==> config.mk <==
export PLATFORM = sky130hd
export DESIGN_NAME = forward_scoreboard
export DESIGN_NICKNAME = d
export VERILOG_FILES = /design/src/rtl/fwd_pkg.sv /design/src/rtl/fwd_match.sv /design/src/rtl/forward_scoreboard.sv
export SDC_FILE = /design/constraint.sdc
export NUM_CORES = 1
export LEC_CHECK = 0
export ABC_AREA = 1
export BUFFER_PORTS_ARGS = -buffer_cell sky130_fd_sc_hd__clkbuf_2
export CORE_MARGIN = 2
export CORE_UTILIZATION = 61
export DETAILED_ROUTE_END_ITERATION = 8
export HOLD_SLACK_MARGIN = 0.02
export PLACE_DENSITY_LB_ADDON = 0.2
export SLEW_MARGIN = 20
export SYNTH_ARGS = -nofsm -noshare
export SYNTH_HDL_FRONTEND = slang
export SYNTH_SLANG_ARGS = --single-unit
==> constraint.sdc <==
create_clock -name clk_i -period 5.75 [get_ports clk_i]
set_input_delay 0.8625 -clock clk_i [delete_from_list [all_inputs] [get_ports clk_i]]
set_output_delay 0.8625 -clock clk_i [all_outputs]
set_load 0.01 [all_outputs]
==> src/rtl/fwd_pkg.sv <==
// Shared types for the forwarding scoreboard.
//   cls_e    : result class of the EX instruction (ALU / LOAD / MUL, 3 = ALU)
//   slot_t   : one in-flight destination entry {v, rd, avail}
//   avail_of : first slot at which a result of a given class is forwardable
package fwd_pkg;

  localparam int unsigned RD_W    = 5;
  // Wide enough for any practical STAGES; the top truncates to SEL_W on output.
  localparam int unsigned AVAIL_W = 8;

  typedef enum logic [1:0] {
    CLS_ALU  = 2'd0,
    CLS_LOAD = 2'd1,
    CLS_MUL  = 2'd2,
    CLS_RSVD = 2'd3
  } cls_e;

  typedef struct packed {
    logic               v;
    logic [RD_W-1:0]    rd;
    logic [AVAIL_W-1:0] avail;
  } slot_t;

  // Class to first-forwardable slot; the reserved encoding behaves as ALU.
  function automatic logic [AVAIL_W-1:0] avail_of(input logic [1:0] cls,
                                                  input int unsigned mul_lat);
    logic [AVAIL_W-1:0] w_res;
    case (cls)
      CLS_LOAD: w_res = AVAIL_W'(2);
      CLS_MUL:  w_res = AVAIL_W'(mul_lat);
      default:  w_res = AVAIL_W'(1);
    endcase
    return w_res;
  endfunction

endpackage

==> src/rtl/fwd_match.sv <==
// Youngest-first producer search for one EX source operand.
//   i_slots   : shadow slots, index 0 = slot 1 (youngest)
//   i_rs      : source register of this operand
//   o_sel     : 0 = register file, k = forward from slot k
//   o_pending : youngest producer exists but its result is not yet available
module fwd_match
  import fwd_pkg::*;
#(
  parameter int unsigned STAGES = 3,
  parameter int unsigned SEL_W  = 2
) (
  input  slot_t            i_slots [STAGES],
  input  logic [RD_W-1:0]  i_rs,
  output logic [SEL_W-1:0] o_sel,
  output logic             o_pending
);

  logic               w_hit;
  logic [AVAIL_W-1:0] w_k;
  logic [AVAIL_W-1:0] w_avail;

  // Scan oldest to youngest so the last hit written is the youngest producer.
  always_comb begin
    w_hit     = 1'b0;
    w_k       = '0;
    w_avail   = '0;
    o_sel     = '0;
    o_pending = 1'b0;
    for (int i = int'(STAGES) - 1; i >= 0; i--) begin
      if (i_slots[i].v && (i_slots[i].rd == i_rs)) begin
        w_hit   = 1'b1;
        w_k     = AVAIL_W'(i + 1);
        w_avail = i_slots[i].avail;
      end
    end
    // x0 is hardwired zero and never forwarded.
    if (w_hit && (i_rs != '0)) begin
      if (w_k >= w_avail) begin
        o_sel = SEL_W'(w_k);
      end else begin
        o_pending = 1'b1;
      end
    end
  end

endmodule

==> src/rtl/forward_scoreboard.sv <==
// Parametrised forwarding / hazard unit beside the ID/EX register.
// Tracks in-flight destinations for STAGES slots after EX and produces
// per-source forward selects, a stall request and a stall-cycle counter.
//   clk_i, rst_i (sync, active-low)
//   ex_valid_i, ex_wb_i, ex_rd_i, ex_class_i, ex_rs_i : EX instruction
//   hold_i  : global freeze, flush_i : squash EX instruction
//   fwd_sel_o, stall_o (combinational), stall_cnt_o (saturating)
module forward_scoreboard
  import fwd_pkg::*;
#(
  parameter int unsigned NUM_SRC = 2,
  parameter int unsigned STAGES  = 3,
  parameter int unsigned MUL_LAT = 3,
  parameter int unsigned SEL_W   = $clog2(STAGES + 1)
) (
  input  logic                     clk_i,
  input  logic                     rst_i,
  input  logic                     ex_valid_i,
  input  logic                     ex_wb_i,
  input  logic [RD_W-1:0]          ex_rd_i,
  input  logic [1:0]               ex_class_i,
  input  logic [NUM_SRC*RD_W-1:0]  ex_rs_i,
  input  logic                     hold_i,
  input  logic                     flush_i,
  output logic [NUM_SRC*SEL_W-1:0] fwd_sel_o,
  output logic                     stall_o,
  output logic [31:0]              stall_cnt_o
);

  localparam int unsigned CNT_W = 32;

  slot_t              r_slots [STAGES];
  logic [CNT_W-1:0]   r_stall_cnt;
  slot_t              w_cap;
  logic [NUM_SRC-1:0] w_pending;
  logic               w_stall;

  // One priority matcher per EX source operand.
  for (genvar s = 0; s < int'(NUM_SRC); s++) begin : g_src
    fwd_match #(
      .STAGES (STAGES),
      .SEL_W  (SEL_W)
    ) u_match (
      .i_slots   (r_slots),
      .i_rs      (ex_rs_i[s*RD_W +: RD_W]),
      .o_sel     (fwd_sel_o[s*SEL_W +: SEL_W]),
      .o_pending (w_pending[s])
    );
  end

  // A bubble (stall) or squashed instruction enters slot 1 as invalid.
  always_comb begin
    w_stall     = ex_valid_i & (|w_pending);
    w_cap       = '0;
    w_cap.v     = ex_valid_i & ex_wb_i & (ex_rd_i != '0) & ~flush_i & ~w_stall;
    w_cap.rd    = ex_rd_i;
    w_cap.avail = avail_of(ex_class_i, MUL_LAT);
  end

  assign stall_o     = w_stall;
  assign stall_cnt_o = r_stall_cnt;

  // Shadow shift register and stall counter; both frozen while hold_i is high.
  always_ff @(posedge clk_i) begin
    if (!rst_i) begin
      for (int i = 0; i < int'(STAGES); i++) begin
        r_slots[i] <= '0;
      end
      r_stall_cnt <= '0;
    end else if (!hold_i) begin
      r_slots[0] <= w_cap;
      for (int i = 1; i < int'(STAGES); i++) begin
        r_slots[i] <= r_slots[i-1];
      end
      if (w_stall && (r_stall_cnt != '1)) begin
        r_stall_cnt <= r_stall_cnt + CNT_W'(1);
      end
    end
  end

endmodule

==> results_dict.tcl, run 1 <==
set metrics [dict create \
    peakVddDrop_mv 0.120 \
    cts_resized 0 \
    diodes 0 \
    r2r-start "r_slots[26]" \
    syn_area_mm2 0.00363 \
    finalCritPeriodShare 0.725 \
    h-tree-depth 2 \
    syn_to_final_growth_pct 10.4 \
    tns_ns 0 \
    whs_path_depth 2 \
    place_area_mm2 0.00393 \
    path_clk_slew_ns 0.10 \
    finalNetCount 679 \
    die_y_um 81.2 \
    initial_utilization 0.621 \
    setup_ws_ns 1.58 \
    port_buffers 59 \
    netlist_instances 601 \
    slew_violations 0 \
    ios 60 \
    dp_hpwl_um 6750 \
    final-hold-violation-count 0 \
    cap_violations 0 \
    track_usage 0.283 \
    synth_cell_types 29 \
    route.antenna.remaining_nets 0 \
    period_needed_ns 4.17 \
    max_freq_mhz 240 \
    slew_headroom 0.350 \
    fin_area_mm2 0.00401 \
    drt_iter0_markers 179 \
    cts_setup_buffers 0 \
    vias 3770 \
    coreArea_mm2 0.00585 \
    ys_warn_count 0 \
    critPathArrivalTime_ns 3.30 \
    gr-total-overflow 0 \
    critical_path_class "in -> out" \
    cts_buffer_depth 2 \
    viasPerCell 5.20 \
    globalplace.congestion 0.906 \
    tritoncts "built" \
    ys_seq_elements 56 \
    fp-row-count 28 \
    cp_max_fo 9 \
    cts-root-buf "clkbuf_8" \
    p_per_area_mw_per_mm2 174 \
    grt_antenna_before_repair 0 \
    crit_path_start_kind "input port" \
    grt_pass1_vias 3334 \
    reg2reg_to "stall_cnt_o[22]" \
    die_w_um 81.2 \
    ff2ff_setup_slack_ns 2.25 \
    synth-seq-area-share 0.309 \
    grt_max_degree 54 \
    postSynthAreaPerCell_um2 6.05 \
    drc_errors 0 \
    wl_um 8930 \
    ff2ff_path_depth 18 \
    hold_end "r_slots[41]" \
    finalPower_uw 697 \
    required_ns 4.89 \
    endpoint_kind "output pin" \
    cts_buffers 5 \
    drive_gt1_frac 0.132 \
    tightest_slew_ns 0.975 \
    hold_buffers 0 \
    hold_path.class "reg -> reg" \
    clock_sinks 56 \
    hold_path_startpoint "r_slots[41]" \
    power.leakage_nw 2.12 \
    rsz0062_at_grt "no" \
    fin_skew_ns 0.00585 \
    synth_fp_nets 630 \
    setup_viol 0 \
    outcome "complete, no violations" \
    grt_pass1_wl_um 14800 \
    pre_cts_ws_ns 1.59 \
    wl_per_cell_um 12.3 \
    worstSkewPairLatency_ns 0.30 \
    die_area_mm2 0.00659 \
    drt_pass1_iterations 5 \
]
==> critical path: stages <==
cell	delay (ns)
clkbuf_2	0.13
inv_2	0.05
o21ai_0	0.15
nor2_1	0.06
nand3_1	0.16
inv_1	0.08
nor2_1	0.18
nand2_1	0.09
o211ai_1	0.08
o21ai_0	0.11
ha_1	0.30
inv_1	0.06
nor2_1	0.03
a211oi_1	0.38
nand3_2	0.16
nand2_4	0.14
nand2_1	0.08
inv_1	0.08
clkbuf_2	0.13
==> power by group <==
part / total (mW) / internal, mW / switching [mW]
Sequential: 0.409 / 0.399 / 0.0101
Clock: 0.210 / 0.0830 / 0.127
Combinational: 0.0777 / 0.0254 / 0.0522
==> placed cells by master, fill, tap and decap left out, types with 2 or more instances in the layout <==
| cell | instances |
|---|---|
| ha_1 | 6 |
| clkbuf_2 | 59 |
| clkbuf_8 | 5 |
| nand3_1 | 21 |
| a211oi_1 | 3 |
| nand4_4 | 2 |
| a21oi_1 | 28 |
| nand2_1 | 162 |
| inv_2 | 12 |
| xor2_1 | 22 |
| dfxtp_1 | 56 |
| a22oi_1 | 2 |
| nand3_2 | 2 |
| o21ai_0 | 42 |
| nor2_1 | 104 |
| o211ai_1 | 2 |
| inv_1 | 85 |
| nand4_1 | 13 |
| nor3_1 | 15 |
==> metal layers <==
layer  share of wire  track usage
met1            0.46        0.363
met2            0.49        0.493
met3           0.037       0.0389
met4          0.0083       0.0797
met5               0            0
==> per-stage QoR <==
stage | hold WS [ns] | util | cells
6_report | 0.520 | 0.686 | 725
5_1_grt | 0.548 | 0.686 | 725
4_1_cts | 0.516 | 0.686 | 725
3_5_place_dp | 0.500 | 0.672 | 718
3_3_place_gp | 0.492 | 0.672 | 718
2_1_floorplan | 0.459 | - | 601
==> sequential cells by signal (all words and copies together) (netlist names) <==
| register | flops |
|---|---|
| r_slots | 24 |
| stall_cnt_o | 32 |
==> cells in the mapped netlist <==
cell type | n | area (um2)
buf_2 | 2 | 10.0
nand2_4 | 1 | 11.3
dfxtp_1 | 56 | 1120
nor3_1 | 15 | 75.1
o211ai_1 | 2 | 15.0
clkbuf_1 | 10 | 37.5
xor2_1 | 22 | 193
buf_6 | 2 | 22.5
nor4_1 | 1 | 6.26
inv_1 | 85 | 319
o21ai_1 | 1 | 5.00
nor3_2 | 1 | 10.0
nand3_2 | 2 | 20.0
a22oi_1 | 2 | 15.0
nor3_4 | 1 | 16.3
nand2_2 | 1 | 6.26
nand4_1 | 13 | 81.3
nand3_1 | 21 | 105
nand2_1 | 162 | 608
a211oi_1 | 3 | 22.5
nand4_4 | 2 | 42.5
inv_2 | 12 | 45.0
a21oi_1 | 28 | 140
o21ai_0 | 42 | 210
buf_1 | 2 | 7.51
o21bai_1 | 1 | 7.51
nor2_1 | 104 | 390
buf_8 | 1 | 15.0
ha_1 | 6 | 75.1
==> kinds of logic after synthesis <==
| family | share of synthesized area |
|---|---|
| simple gates | 0.378 |
| flops | 0.309 |
| buf+inv | 0.126 |
| xor+xnor | 0.0530 |
| fa+ha+maj | 0.0207 |
| compound gates | 0.114 |
==> cell type report <==
cell class                 count  area, um2
multi-input combinational    431       2060
fill                         543       1840
sequential                    56       1120
inverter                      97        364
timing repair buffer          59        295
tap                           75       93.8
clock buffer                   5       68.8
clock inverter                 2       12.5
==> worst max-delay path by stage <==
stage,from,to,cells after the start
finish,ex_rs_i[0],stall_o,19
global route,ex_rs_i[5],stall_o,20
CTS,ex_rs_i[0],stall_o,19
detailed placement,ex_rs_i[0],stall_o,19
global placement,ex_rs_i[0],stall_o,19
floorplan,ex_rs_i[5],stall_o,18
(Power assumes the default switching activity.)
==> run 2: changes to the inputs <==
- CORE_UTILIZATION: 61 -> 51
- clock period: 5.75 -> 3.78 ns (I/O delays scaled with it)
==> run 2 against run 1 <==
- combinational power grew 51%
- routed wire length decreased by 1.4%
- global-route usage fell by 4.7 points
- critical endpoint unchanged
- largest cell class unchanged
- largest power group unchanged
==> results_dict.tcl, run 2 (synthesis results as in run 1) <==
set metrics [dict create \
    cts_resized 0 \
    grt_pass1_wl_um 14800 \
    worstSkewPairLatency_ns 0.31 \
    place_area_mm2 0.00397 \
    grt_pass1_vias 3292 \
    drc_errors 0 \
    outcome "complete, no violations" \
    syn_to_final_growth_pct 12.1 \
    p_seq_frac 0.575 \
    cp_max_fo 9 \
    cap_violations 0 \
    period_needed_ns 3.52 \
    rsz0062_at_grt "no" \
    final-hold-violation-count 0 \
    combPwrFrac 0.108 \
    port_buffers 59 \
    drive_gt1_frac 0.136 \
    cts_setup_buffers 0 \
    utilization 0.596 \
    coreArea_mm2 0.00683 \
    globalplace.congestion 0.966 \
    viasPerCell 5.01 \
    tightest_slew_ns 0.962 \
    crit_path_start_kind "input port" \
    gr-total-overflow 0 \
    p_per_area_mw_per_mm2 266 \
    setup_ws_ns 0.260 \
    wl_um 8810 \
    track_usage 0.235 \
    fin_skew_ns 0.00764 \
    diodes 0 \
    clock_sinks 56 \
    multi_input_area_mm2 0.00207 \
    wl_per_cell_um 11.8 \
    finalCritPeriodShare 0.931 \
    netSwitchingPower_uw 286 \
    cts-root-buf "clkbuf_8" \
    path_clk_slew_ns 0.10 \
    die_y_um 88.4 \
    drt_iter0_markers 180 \
    pre_cts_ws_ns 0.201 \
    power.leakage_nw 2.14 \
    hold_ws_ns 0.517 \
    nFillCells 710 \
    drt_pass1_iterations 5 \
    hold_buffers 0 \
    vias 3749 \
    critPathArrivalTime_ns 2.95 \
    cts_buffers 5 \
    switching_share 0.265 \
    finalPower_mw 1.08 \
    p_clk_frac 0.317 \
    tritoncts "built" \
    finalNetCount 681 \
    max_freq_mhz 284 \
    layout_commonest_cell "nand2_1" \
    final_cell_mix "162 x nand2_1, 104 x nor2_1, 85 x inv_1" \
    fin_area_mm2 0.00407 \
    place_inst 741 \
    setup_viol 0 \
    dp_hpwl_um 6790 \
    grt_max_degree 54 \
    hold_path.class "reg -> reg" \
    stdcell_count 749 \
    grt_antenna_before_repair 0 \
    h-tree-depth 2 \
    required_ns 3.21 \
    peakVddDrop_mv 0.158 \
    route.antenna.remaining_nets 0 \
    critical_path_class "in -> out" \
    ios 60 \
    slew_headroom 0.359 \
    internal-power_uw 796 \
    slew_violations 0 \
    die_area_mm2 0.00782 \
    largest_register_ffs 32 \
    endpoint_kind "output pin" \
    cts_buffer_depth 2 \
    initial_utilization 0.532 \
    fp-row-count 30 \
    register_area_mm2 0.00112 \
    tns_ns 0 \
    die_w_um 88.4 \
]
run 2: changes by cell type in the layout (fill, tap and decap cells not counted), sizes merged:
cell	previous run	this run
clkbuf	64	67
buf	0	2
clkinv	1	0
clkinvlp	1	0
run 2: area by class of cell:
class	count	share of cell area
multi-input cells	431	0.507
inverters	97	0.0894
repair buffers	61	0.0762
flip-flops and latches	56	0.275
clock buffers	8	0.0221
well taps	96	0.0295
run 2: final timing paths:
check | start | endpoint | slack [ns] | cells after the start
max | ex_rs_i[5] | stall_o | 0.26 | 18
min | r_slots[41] | r_slots[41] | 0.52 | 2
max reg2reg | r_slots[9] | stall_cnt_o[23] | 0.69 | 19
min reg2reg | r_slots[41] | r_slots[41] | 0.52 | 2
run 2: critical path, stage by stage:
cell      delay, ns
clkbuf_2       0.10
inv_1          0.15
nor2_1         0.06
nor2_1         0.15
nand3_1        0.20
nor2_1         0.23
nand2_1        0.07
o211ai_1       0.08
o21ai_0        0.12
ha_1           0.31
inv_1          0.07
nor2_1         0.04
a211oi_2       0.24
nand3_2        0.13
nand2_4        0.15
nand2_1        0.08
inv_1          0.06
clkbuf_2       0.12
run 2: power groups by stage:
stage	sequential (mW)	combinational, mW	clock [mW]
floorplan	0.630	0.0796	0
global placement	0.636	0.116	0
detailed placement	0.635	0.116	0
CTS	0.622	0.117	0.353
global route	0.625	0.137	0.372
finish	0.622	0.117	0.343
run 2: routing by layer:
layer / routed length [um] / share of wire / vias up / GRT usage
met5: 0 / 0 / - / 0
met2: 4350 / 0.49 / 86 / 0.419
met4: 80 / 0.0091 / 0 / 0.0482
li1: - / - / 1970 / -
met1: 3980 / 0.45 / 1687 / 0.305
met3: 405 / 0.046 / 6 / 0.0326
